File: config.mk
export PLATFORM = sky130hd
export DESIGN_NAME = uart_rx_flat
export DESIGN_NICKNAME = d
export VERILOG_FILES = /design/src/rtl/uart_pkg.sv /design/src/rtl/uart_rx_if.sv /design/src/rtl/uart_rx_sync.sv /design/src/rtl/uart_rx.sv /design/src/flat_wrapper.sv
export SDC_FILE = /design/constraint.sdc
export NUM_CORES = 1
export LEC_CHECK = 0
export ABC_CLOCK_PERIOD_IN_PS = 1500
export CORE_ASPECT_RATIO = 1.1
export CORE_UTILIZATION = 35
export CTS_BUF_LIST = sky130_fd_sc_hd__clkbuf_8
export CTS_CLUSTER_DIAMETER = 150
export DETAILED_ROUTE_END_ITERATION = 10
export PLACE_DENSITY = 0.56
export SYNTH_ARGS = -nofsm -noshare
export SYNTH_HDL_FRONTEND = slang
export SYNTH_SLANG_ARGS = --single-unit
File: constraint.sdc
create_clock -name clk -period 1.5 [get_ports clk]
set_input_delay 0.15 -clock clk [delete_from_list [all_inputs] [get_ports clk]]
set_output_delay 0.15 -clock clk [all_outputs]
set_load 0.1 [all_outputs]
File: src/rtl/uart_pkg.sv
// Shared definitions for the UART receive path: FSM states and frame constants.
package uart_pkg;

   typedef enum logic [2:0] {
      IDLE,
      START,
      DATA,
      STOP,
      WAIT_HI
   } rx_state_t;

   localparam int BAUD_DIV_DEFAULT = 163;
   localparam int DATA_BITS        = 8;

endpackage

File: src/rtl/uart_rx_if.sv
// Receiver-side bundle: serial line and acknowledge in, byte/status out.
interface uart_rx_if;
   import uart_pkg::*;

   logic                 RX;
   logic                 clr_rdy;
   logic [DATA_BITS-1:0] rx_data;
   logic                 rdy;
   logic                 frm_err;

   modport master (
      output RX,
      output clr_rdy,
      input  rx_data,
      input  rdy,
      input  frm_err
   );

   modport slave (
      input  RX,
      input  clr_rdy,
      output rx_data,
      output rdy,
      output frm_err
   );

endinterface

File: src/rtl/uart_rx_sync.sv
// Two-flop synchronizer for an asynchronous single-bit input.
module uart_rx_sync #(
   parameter logic RST_VAL = 1'b1
) (
   input  logic clk,
   input  logic rst_n,
   input  logic i_d,
   output logic o_q
);

   logic r_meta;
   logic r_sync;

   always_ff @(posedge clk) begin
      if (!rst_n) begin
         r_meta <= RST_VAL;
         r_sync <= RST_VAL;
      end else begin
         r_meta <= i_d;
         r_sync <= r_meta;
      end
   end

   assign o_q = r_sync;

endmodule

File: src/rtl/uart_rx.sv
// 8N1 UART receiver: mid-bit sampling from a cycle-counted baud timer,
// false-start rejection and framing-error reporting.
module uart_rx
   import uart_pkg::*;
#(
   parameter int BAUD_DIV = BAUD_DIV_DEFAULT
) (
   input  logic      clk,
   input  logic      rst_n,
   uart_rx_if.slave  bus
);

   localparam int HALF = BAUD_DIV / 2;
   localparam int CW   = $clog2(BAUD_DIV);
   localparam logic [CW-1:0] HALF_M1 = CW'(HALF - 1);
   localparam logic [CW-1:0] BAUD_M1 = CW'(BAUD_DIV - 1);

   logic                 w_rx_s;
   rx_state_t            r_state;
   logic [CW-1:0]        r_baud;
   logic [3:0]           r_bit;
   logic [DATA_BITS-1:0] r_shift;
   logic [DATA_BITS-1:0] r_data;
   logic                 r_rdy;
   logic                 r_frm_err;

   uart_rx_sync #(.RST_VAL(1'b1)) u_sync (
      .clk   (clk),
      .rst_n (rst_n),
      .i_d   (bus.RX),
      .o_q   (w_rx_s)
   );

   always_ff @(posedge clk) begin
      if (!rst_n) begin
         r_state   <= IDLE;
         r_baud    <= '0;
         r_bit     <= '0;
         r_shift   <= '0;
         r_data    <= '0;
         r_rdy     <= 1'b0;
         r_frm_err <= 1'b0;
      end else begin
         // Acknowledge first so a same-cycle set in STOP overrides it.
         if (bus.clr_rdy) r_rdy <= 1'b0;
         case (r_state)
            IDLE: begin
               if (!w_rx_s) begin
                  r_baud  <= '0;
                  r_rdy   <= 1'b0;
                  r_state <= START;
               end
            end
            START: begin
               if (r_baud == HALF_M1) begin
                  if (w_rx_s) begin
                     r_state <= IDLE;
                  end else begin
                     r_baud  <= '0;
                     r_bit   <= '0;
                     r_state <= DATA;
                  end
               end else begin
                  r_baud <= r_baud + 1'b1;
               end
            end
            DATA: begin
               if (r_baud == BAUD_M1) begin
                  r_shift <= {w_rx_s, r_shift[DATA_BITS-1:1]};
                  r_bit   <= r_bit + 4'd1;
                  r_baud  <= '0;
                  if (r_bit == 4'(DATA_BITS - 1)) r_state <= STOP;
               end else begin
                  r_baud <= r_baud + 1'b1;
               end
            end
            STOP: begin
               if (r_baud == BAUD_M1) begin
                  if (w_rx_s) begin
                     r_data    <= r_shift;
                     r_rdy     <= 1'b1;
                     r_frm_err <= 1'b0;
                     r_state   <= IDLE;
                  end else begin
                     r_frm_err <= 1'b1;
                     r_state   <= WAIT_HI;
                  end
               end else begin
                  r_baud <= r_baud + 1'b1;
               end
            end
            WAIT_HI: begin
               // A held-low line must return high before a new start counts.
               if (w_rx_s) r_state <= IDLE;
            end
            default: r_state <= IDLE;
         endcase
      end
   end

   assign bus.rx_data = r_data;
   assign bus.rdy     = r_rdy;
   assign bus.frm_err = r_frm_err;

endmodule

File: src/flat_wrapper.sv
// flat-port wrapper written by rule: the top's interface ports become plain ports
module uart_rx_flat import uart_pkg::*;
#(
   parameter int BAUD_DIV = BAUD_DIV_DEFAULT
)
  (clk, rst_n, bus_RX, bus_clr_rdy, bus_rx_data, bus_rdy, bus_frm_err);
  uart_rx_if bus_i ();
  input  logic clk;
  input  logic rst_n;
  input wire logic [$bits(bus_i.RX)-1:0] bus_RX;
  input wire logic [$bits(bus_i.clr_rdy)-1:0] bus_clr_rdy;
  output wire logic [$bits(bus_i.rx_data)-1:0] bus_rx_data;
  output wire logic [$bits(bus_i.rdy)-1:0] bus_rdy;
  output wire logic [$bits(bus_i.frm_err)-1:0] bus_frm_err;
  assign bus_i.RX = bus_RX;
  assign bus_i.clr_rdy = bus_clr_rdy;
  assign bus_rx_data = bus_i.rx_data;
  assign bus_rdy = bus_i.rdy;
  assign bus_frm_err = bus_i.frm_err;
  uart_rx #(.BAUD_DIV(BAUD_DIV)) u_core (.clk(clk), .rst_n(rst_n), .bus(bus_i));
endmodule
==> flow_results.org, run 1 <==
** Status
- The flow ran to the end, but the final reports show violations.
- The checks that failed: setup timing.

** Floorplanning
- From left edge to right edge, the die measures 68.1 um.
- Ports :: 14
- Core region area :: 0.00462 sq mm
- Site Rows :: 26
- Effective utilization at floorplan :: 36.5%
- The die covers 0.00509 sq mm.
- The floorplan step set the die height to roughly 75 um.

** Critical path
- Worst flop-to-flop path endpoint :: u_core.r_baud[1]
- By startpoint and endpoint, the worst setup path is classified as reg -> reg.
- Critical path arrival :: 1.80 ns
- The worst register-to-register path begins at u_core.r_baud[1].
- Reg2Reg Depth :: 8
- Reg-to-reg slack, setup :: -0.1 ns
- STA classifies the critical path startpoint as a flip-flop.
- STA puts the critical path data required time at 1.70 ns.
- Crit. End Element :: flip-flop
- Maximum net fanout on the critical path :: 7

** Global route
- Number of global-route vias before repair :: 1393
- Maximum number of pins on one net before global-route repair :: 22
- Total GRT Usage :: around 17%
- Global-route wire length before repair :: 6370 um
- Summed over all layers, the global routing overflow is 0.
- The initial antenna violation count was 0.

** Timing
- Actual slew at the worst max-slew pin :: approximately 0.33 ns
- Setup repair after global routing missed its margin :: yes
- Measured against its own limit, the worst slew margin works out to a little under 80%.
- The routed design could run at a clock period as short as ~1.6 ns.
- Fraction of the cycle the final worst path needs :: 106%
- Final hold viol count :: 0
- Fin. max-slew vios :: 0
- Hold is met by 0.417 ns.
- Crit path setup slack, layout :: -0.0951 ns
- Setup violators final :: 20
- The clock arrives with 0.00558 ns of skew.
- FMAX :: 627 MHz

** Logic synthesis
- Synthesized netlist cell count :: 202
- After synthesis the cells add up to around 0.0017 sq mm.
- Post-synthesis register bit count :: 35
- Yosys printed 0 warnings.
- The most used flip-flop cell after synthesis is sky130_fd_sc_hd__dfxtp_1.
- Of the post-synthesis cell area, the dominant cell type holds 41.6%.
- Synthesis produced a netlist with a net count of 210.
- In the synthesized netlist the async set-or-reset flop fraction comes to 0%.
- The largest total area in the synthesized netlist belongs to sky130_fd_sc_hd__dfxtp_1.
- Yosys mapped the design onto 39 distinct sky130hd cell types.
- Sequential cells were found to cover 41.6% of the synthesized design area.
- The synthesized design contains 0 enable-type register cells.
- Dominant cells by area after synthesis :: sky130_fd_sc_hd__dfxtp_1 42%, sky130_fd_sc_hd__a21oi_1 7.4%, sky130_fd_sc_hd__nand2_1 7.4%
- Mean Syn Cell Area :: 8.34 sq um

** Pwr
- The internal power of the cells totals 0.00147 W.
- The analysis attributes to cell leakage a power of between 0.8 and 0.9 nW.
- VDD sags by at most roughly 0.39 mV.
- Share of total power in sequential cells :: 49.4%
- Per report_power, the combinational group accounts for 5.6% of the total.
- For this design the ratio of total power to cell area is 761 mW/mm^2.
- Of the total power, the share spent switching nets is 22.3%.
- Switching power of the nets :: around 0.00042 W
- Of the total power, the clock network draws between 40 and 50%.

** Drt
- After detailed routing, the average wire length per cell comes to 12.8 um.
- In the routed design, unresolved DRC markers number 0.
- The first routing iteration left 47 violations.
- Detailed Routing Iterations Pass 1 :: 4
- The final route contains 1552 vias.
- After detailed routing, the total wire length is 3930 um.
- Number of nets with antenna violations after detailed routing :: 0
- Dividing the detail-routed via count by the number of cells gives just over 5.

** Min path
- In this run the most critical hold path is launched from u_core.u_sync.r_meta.
- Type of the worst min-delay path :: reg -> reg
- Counting instances, the worst hold path has a depth of 1.
- Endpoint of the worst hold-timing path :: u_core.u_sync.o_q

** Final layout
- Antenna diode count :: 0
- Synthesis-to-layout area growth :: 47.9%
- Number of nets in the final layout :: 257
- In the final layout, the share of cells above drive strength 1 is between 30 and 40%.
- Counting the fill cells in the layout gives 430.

** Clock tree
- The tree built by TritonCTS fans out to 35 sinks.
- Counting the buffers created by CTS gives 5.
- Clock transition at the registers of the reported paths :: 0.07 ns
- TritonCTS built the clock tree.
- The tree is rooted in a sky130_fd_sc_hd__clkbuf_8.
- Number of buffers between clock root and the deepest sink :: 2
- In this run, post-CTS hold repair placed 0 buffers.
- H-tree level count :: 2
- Clock network latency to the later pin of the worst-skew pair :: 0.29 ns

** Place
- During placement, the flow inserted port buffers numbering 13.
- Half-perimeter wire length after placement :: 2780 um
- The congestion estimate from routability-driven global placement came to 0.751.
- Prior to clock tree synthesis, the placed netlist has a worst setup slack of -0.149 ns.

** Run
- Maximum capacitance violations :: 0
## Yosys cell counts (2+ instances only)
cell                       instances
sky130_fd_sc_hd__nand3_1          15
sky130_fd_sc_hd__nor3_1            4
sky130_fd_sc_hd__a21oi_1          25
sky130_fd_sc_hd__nand2b_1          3
sky130_fd_sc_hd__a311oi_1          2
sky130_fd_sc_hd__inv_1            12
sky130_fd_sc_hd__o221ai_1          3
sky130_fd_sc_hd__a31oi_1           3
sky130_fd_sc_hd__o22ai_1           3
sky130_fd_sc_hd__clkbuf_1          6
sky130_fd_sc_hd__o21ai_1           2
sky130_fd_sc_hd__buf_2             2
sky130_fd_sc_hd__dfxtp_1          35
sky130_fd_sc_hd__nor4_1            2
sky130_fd_sc_hd__nor2_1           10
sky130_fd_sc_hd__and4bb_2          2
sky130_fd_sc_hd__nor2b_1           2
sky130_fd_sc_hd__or3b_1            2
sky130_fd_sc_hd__nand2_1          33
sky130_fd_sc_hd__a211oi_1          2
sky130_fd_sc_hd__ha_1              4
sky130_fd_sc_hd__o21ai_0          12
sky130_fd_sc_hd__nand4_1           2
## worst max-delay path, cell delays in order (launching register included)
cell	delay, ns
sky130_fd_sc_hd__dfxtp_4	0.38
sky130_fd_sc_hd__inv_4	0.04
sky130_fd_sc_hd__ha_4	0.15
sky130_fd_sc_hd__nor4b_4	0.12
sky130_fd_sc_hd__buf_4	0.16
sky130_fd_sc_hd__a2111oi_4	0.27
sky130_fd_sc_hd__buf_4	0.20
sky130_fd_sc_hd__o21ai_0	0.09
sky130_fd_sc_hd__o21ai_1	0.10
## cells in the final DEF, fill, tap and decap left out, types with 3 or more instances in the layout
cell / n
sky130_fd_sc_hd__a21oi_1: 16
sky130_fd_sc_hd__a21oi_2: 9
sky130_fd_sc_hd__a31oi_1: 3
sky130_fd_sc_hd__buf_12: 10
sky130_fd_sc_hd__buf_4: 35
sky130_fd_sc_hd__clkbuf_8: 5
sky130_fd_sc_hd__clkdlybuf4s50_1: 3
sky130_fd_sc_hd__dfxtp_1: 29
sky130_fd_sc_hd__dfxtp_2: 5
sky130_fd_sc_hd__inv_1: 10
sky130_fd_sc_hd__nand2_1: 33
sky130_fd_sc_hd__nand2b_1: 3
sky130_fd_sc_hd__nand3_1: 7
sky130_fd_sc_hd__nand3_2: 8
sky130_fd_sc_hd__nor2_1: 9
sky130_fd_sc_hd__nor3_1: 4
sky130_fd_sc_hd__o21ai_0: 3
sky130_fd_sc_hd__o21ai_1: 9
sky130_fd_sc_hd__o221ai_1: 3
sky130_fd_sc_hd__o22ai_1: 3
## sequential cells by signal (all words and copies together) (netlist names)
signal	flops
u_core.bus.frm_err	1
u_core.bus.rdy	1
u_core.bus.rx_data	8
u_core.r_baud	8
u_core.r_bit	4
u_core.r_shift	8
u_core.r_state	3
u_core.u_sync.o_q	1
u_core.u_sync.r_meta	1
## what timing repair did
| item | 4_1_cts | 5_1_grt |
|---|---|---|
| gates resized for setup | 28 | 18 |
| setup buffers | 4 | 2 |
| endpoints found under the setup margin | 28 | 33 |
| pin swaps | 25 | 10 |
| gates cloned | 0 | 0 |
## layer usage
metal	global-route usage, %	vias to the layer above	routed length [um]
met5	0	-	0
met1	23.3	705	1980
met4	6.25	0	59
li1	-	815	-
met3	4.09	5	130
met2	25.6	27	1760
## layout make-up
| class | count | area (sq um) | area share, % |
|---|---|---|---|
| tap | 56 | 70.1 | 2.81 |
| clock buffer | 5 | 68.8 | 2.76 |
| clock inverter | 3 | 43.8 | 1.76 |
| sequential | 35 | 711 | 28.5 |
| timing repair buffer | 50 | 515 | 20.7 |
| inverter | 12 | 50.0 | 2.01 |
| multi-input combinational | 145 | 1030 | 41.4 |
## kinds of logic after synthesis
kind of cell	share of synthesized area, %
and+or+nand+nor	28.8
xor gates and xnor gates	0.520
DFF	41.6
adders and majority gates	2.97
buffers and inverters	5.35
AOI/OAI and AO/OA	20.7
## power by group through the flow
stage               clock network (W)  registers (W)  logic (W)
CTS                          0.000874       0.000937   0.000103
floorplan                           0       0.000961  0.0000462
detailed placement                  0       0.000959   0.000103
finish                       0.000853       0.000937   0.000106
global placement                    0       0.000960   0.000103
global route                 0.000902       0.000937   0.000113
## worst max path at each step
stage	start	end	slack, ns	cells after the start
after floorplan	u_core.r_baud[6]	u_core.r_shift[0]	-0.06	6
after global placement	rst_n	u_core.r_baud[2]	-0.15	6
after detailed placement	rst_n	u_core.r_baud[0]	-0.15	6
after CTS	u_core.r_baud[1]	u_core.r_baud[2]	-0.08	8
after global routing	u_core.r_baud[0]	u_core.r_state[2]	-0.14	8
final	u_core.r_baud[1]	u_core.r_baud[1]	-0.1	8
## stage by stage
| stage | TNS (ns) | instances | cell area (sq um) | power (W) | utilization (%) |
|---|---|---|---|---|---|
| after detailed placement | -2.23 | 296 | 2230 | 0.00106 | 48.3 |
| after global routing | -2.87 | 306 | 2490 | 0.00195 | 53.9 |
| final | -0.645 | 306 | 2490 | 0.00190 | 53.9 |
| after CTS | -0.743 | 306 | 2460 | 0.00191 | 53.2 |
| after floorplan | -0.441 | 202 | 1730 | 0.00101 | - |
| after global placement | -1.58 | 296 | 2230 | 0.00106 | 48.3 |
No activity file was read; power rests on OpenSTA's default activity.
==> run 2: changes to the inputs <==
--- a/config.mk
+++ b/config.mk
@@ -8,7 +8,7 @@
 export ABC_CLOCK_PERIOD_IN_PS = 1500
 export CORE_ASPECT_RATIO = 1.1
 export CORE_UTILIZATION = 35
-export CTS_BUF_LIST = sky130_fd_sc_hd__clkbuf_8
+export CTS_BUF_LIST = sky130_fd_sc_hd__clkbuf_2 sky130_fd_sc_hd__clkbuf_4 sky130_fd_sc_hd__clkbuf_8
 export CTS_CLUSTER_DIAMETER = 150
 export DETAILED_ROUTE_END_ITERATION = 10
 export PLACE_DENSITY = 0.56
==> results of run 2 <==
No change in the layout: final DEF, timing and power equal those of run 1.
==> run 3: changes to the inputs <==
--- a/config.mk
+++ b/config.mk
@@ -7,11 +7,11 @@
 export LEC_CHECK = 0
 export ABC_CLOCK_PERIOD_IN_PS = 1500
 export CORE_ASPECT_RATIO = 1.1
-export CORE_UTILIZATION = 35
+export CORE_UTILIZATION = 53
 export CTS_BUF_LIST = sky130_fd_sc_hd__clkbuf_2 sky130_fd_sc_hd__clkbuf_4 sky130_fd_sc_hd__clkbuf_8
 export CTS_CLUSTER_DIAMETER = 150
 export DETAILED_ROUTE_END_ITERATION = 10
-export PLACE_DENSITY = 0.56
+export PLACE_DENSITY = 0.78
 export SYNTH_ARGS = -nofsm -noshare
 export SYNTH_HDL_FRONTEND = slang
 export SYNTH_SLANG_ARGS = --single-unit
==> run 3 against run 2 <==
The run still ends with setup timing left. Largest power group unchanged. Sequential share of layout area decreased by 0.82 points. Critical endpoint is now u_core.bus.rx_data[4]. Global-route usage increased by 10 points. Register-to-register slack got worse by 0.09 ns. Worst setup slack got worse by 0.086 ns.
==> flow_results.org, run 3 (synthesis gave the netlist of run 1 again) <==
** Final layout
- Compared with the post-synthesis result, the final layout area differs by 51.5%.
- Number of nets in the final layout :: 259
- Utilization after layout :: between 80% and 90%
- Most common cell after layout, fill and taps aside :: sky130_fd_sc_hd__buf_4
- Final Cell Area :: 0.00255 sq mm
- Antenna diode count :: 0
- Leaving out fill and tap cells, the most frequent cells in the layout are 36 x sky130_fd_sc_hd__buf_4, 32 x sky130_fd_sc_hd__dfxtp_1, 29 x sky130_fd_sc_hd__nand2_1.
- Excluding fillers, the count of instances in the completed layout stands at 286.
- In the final layout, the share of cells above drive strength 1 is 43.7%.

** Pwr
- Of the total power, the clock network draws roughly 40%.
- Registers are responsible for 52.6% of the overall power.
- Combinational logic is responsible for under 10% of the overall power.
- Summed over all cells, the static leakage comes to 0.918 nW.
- Worst voltage drop across the vdd grid :: 0.987 mV
- Switching power of the nets :: 0.000442 W
- Net switching is between 20% and 30% of the power.
- Power spread over the standard cell area amounts to 699 mW/mm^2.
- Cell internal power was estimated by the tool at about 0.0013 W.

** Run
- Maximum capacitance violations :: 0

** Critical path
- STA classifies the critical path endpoint as a flip-flop.
- The worst setup path is launched from a flip-flop.
- Critical path arrival :: slightly below 2 ns
- The critical path in this run is classified as reg -> reg.
- Data required, critical path :: 1.80 ns
- Number of buffer and inverter stages on the critical path :: 2
- Traced cell by cell, the critical path runs through buf_4 -> nand4bb_1 -> nor4_4 -> buf_4 -> nand3_1 -> a21oi_1.
- Cell family with the largest share of critical-path delay :: simple AND/OR/NAND/NOR gates
- Along the worst path, the maximum fanout reaches 9.
- Worst path most repeated cell :: sky130_fd_sc_hd__buf_4
- For this run, the slowest stage of the critical path takes around 0.38 ns.
- On the critical path, the stage with the largest delay is an instance of sky130_fd_sc_hd__dfxtp_1.

** Global route
- Global routing used 27.2% of the available tracks across all layers.
- The initial antenna violation count was 0.
- Entering global routing, the biggest net connects 22 pins.
- Number of global-route vias before repair :: between 1500 and 2000
- Total congestion overflow :: 0
- The first global-routing pass estimated 7190 um of wire.

** Timing
- Final hold viol count :: 0
- The number of max-slew violations in the final report was 0.
- Setup violators final :: 32
- Subtracting the final worst setup slack from the clock period gives around 1.7 ns.
- Setup repair after global routing missed its margin :: yes
- Actual slew at the worst max-slew pin :: ~0.37 ns
- In the post-route analysis, the smallest setup slack over all paths is -0.181 ns.
- FMAX :: 595 MHz
- Worst relative slew slack :: 75.4%
- Clock skew on the completed layout was measured at 0.0127 ns.
- Fraction of the cycle the final worst path needs :: 112%

** Clock tree
- CTS saw 35 sinks.
- Counting along the longest clock path gives a buffer depth of 2.
- In this run the clock root is driven by a sky130_fd_sc_hd__clkbuf_4.
- Clock transition at the registers of the reported paths :: 0.12 ns
- TritonCTS created 5 clock buffers.
- TritonCTS built the clock tree.
- H-tree level count :: 2
- For the worst-skew pair, the clock arrives at the later sink with an insertion delay of 0.37 ns.

** Floorplanning
- Site Rows :: 21
- Pin placement for this block handled 14 I/O pins.
- The die is approximately 61 um tall.
- Core region area :: 0.00305 sq mm
- The floorplan step defined a die boundary enclosing 0.00341 sq mm.
- For this configuration, the core starts out at a cell density of about 55%.
- Chip width :: between 50 and 60 um

** Drt
- Highest metal layer with signal wires :: met4
- Met3 wirelength from detailed routing :: 288 um
- Routed vias :: 1791
- For this block, wires on met1 add up to 2130 um.
- Routed length per placed instance :: between 15 and 20 um
- In the routed design, unresolved DRC markers number 0.
- Detailed-route vias per instance :: 6.26
- Once detail routing completed, the nets flagged for antenna violations numbered 0.
- The first routing iteration left 99 violations.
- Metal2 WL :: 2860 um
- Summed over all layers, the routed wires come to 5430 um.
- The pre-antenna-repair detailed-routing pass consisted of 4 iterations.

** Min path
- Type of the worst min-delay path :: in -> reg

** Place
- Including well taps, the total number of placed cells is 266.
- Placement-stage cell area :: approximately 0.0021 sq mm
- The wire-length estimate of the detail-placed layout is approximately 3000 um.
- Number of I/O port buffers :: 13
- Gp weighted congestion :: between 0.8 and 0.9

** Status
- The run finished, with violations left.
- Violations in the final reports :: setup timing
[run 3: changes by cell type in the layout (fill, tap and decap cells not counted), moves of 3 or more]
| cell | before | now |
|---|---|---|
| sky130_fd_sc_hd__nand3_2 | 8 | 4 |
| sky130_fd_sc_hd__clkbuf_4 | 0 | 5 |
| sky130_fd_sc_hd__dfxtp_2 | 5 | 2 |
| sky130_fd_sc_hd__nand3_1 | 7 | 11 |
| sky130_fd_sc_hd__o21ai_2 | 2 | 5 |
| sky130_fd_sc_hd__nand2_1 | 33 | 29 |
| sky130_fd_sc_hd__clkbuf_8 | 5 | 0 |
| sky130_fd_sc_hd__dfxtp_1 | 29 | 32 |
[run 3: power groups by stage]
stage	clock network (W)	registers [W]	logic (W)
4_1_cts	0.000693	0.000938	0.000104
6_report	0.000713	0.000938	0.000132
2_1_floorplan	0	0.000961	0.0000462
5_1_grt	0.000742	0.000940	0.000139
3_5_place_dp	0	0.000960	0.0000899
3_3_place_gp	0	0.000959	0.0000861
[run 3: final cells by class]
type | instances | area [sq um]
tap | 34 | 42.5
multi-input combinational | 145 | 1140
fill | 184 | 497
clock inverter | 3 | 43.8
inverter | 12 | 50.0
sequential | 35 | 707
timing repair buffer | 52 | 534
clock buffer | 5 | 37.5
[run 3: worst paths after layout]
| check | startpoint | end | slack, ns | depth (start not counted) |
|---|---|---|---|---|
| max | u_core.r_state[1] | u_core.bus.rx_data[4] | -0.18 | 6 |
| min | bus_RX | u_core.u_sync.r_meta | 0.35 | 2 |
| max reg2reg | u_core.r_state[1] | u_core.bus.rx_data[4] | -0.18 | 6 |
| min reg2reg | u_core.u_sync.r_meta | u_core.u_sync.o_q | 0.43 | 1 |
[run 3: per-stage QoR]
stage / worst slack [ns] / total power, W / setup TNS, ns / hold slack (ns)
6_report: -0.181 / 0.00178 / -3.36 / 0.348
5_1_grt: -0.237 / 0.00182 / -5.37 / 0.359
4_1_cts: -0.0997 / 0.00174 / -1.22 / 0.356
3_5_place_dp: -0.200 / 0.00105 / -2.48 / 0.407
3_3_place_gp: -0.147 / 0.00105 / -1.50 / 0.389
2_1_floorplan: -0.0552 / 0.00101 / -0.441 / 0.223
[run 3: what timing repair did]
action	4_1_cts	5_1_grt
hold buffers	0	0
pin swaps	13	25
resized for setup	31	36
cloned	1	0
setup buffers	8	6
setup endpoints to repair	29	32
[run 3: routing by layer]
metal | track usage, % | up-vias
met2 | 51.8 | 70
li1 | - | 815
met4 | 10.4 | 0
met1 | 30.2 | 883
met3 | 6.30 | 23
met5 | 0 | -
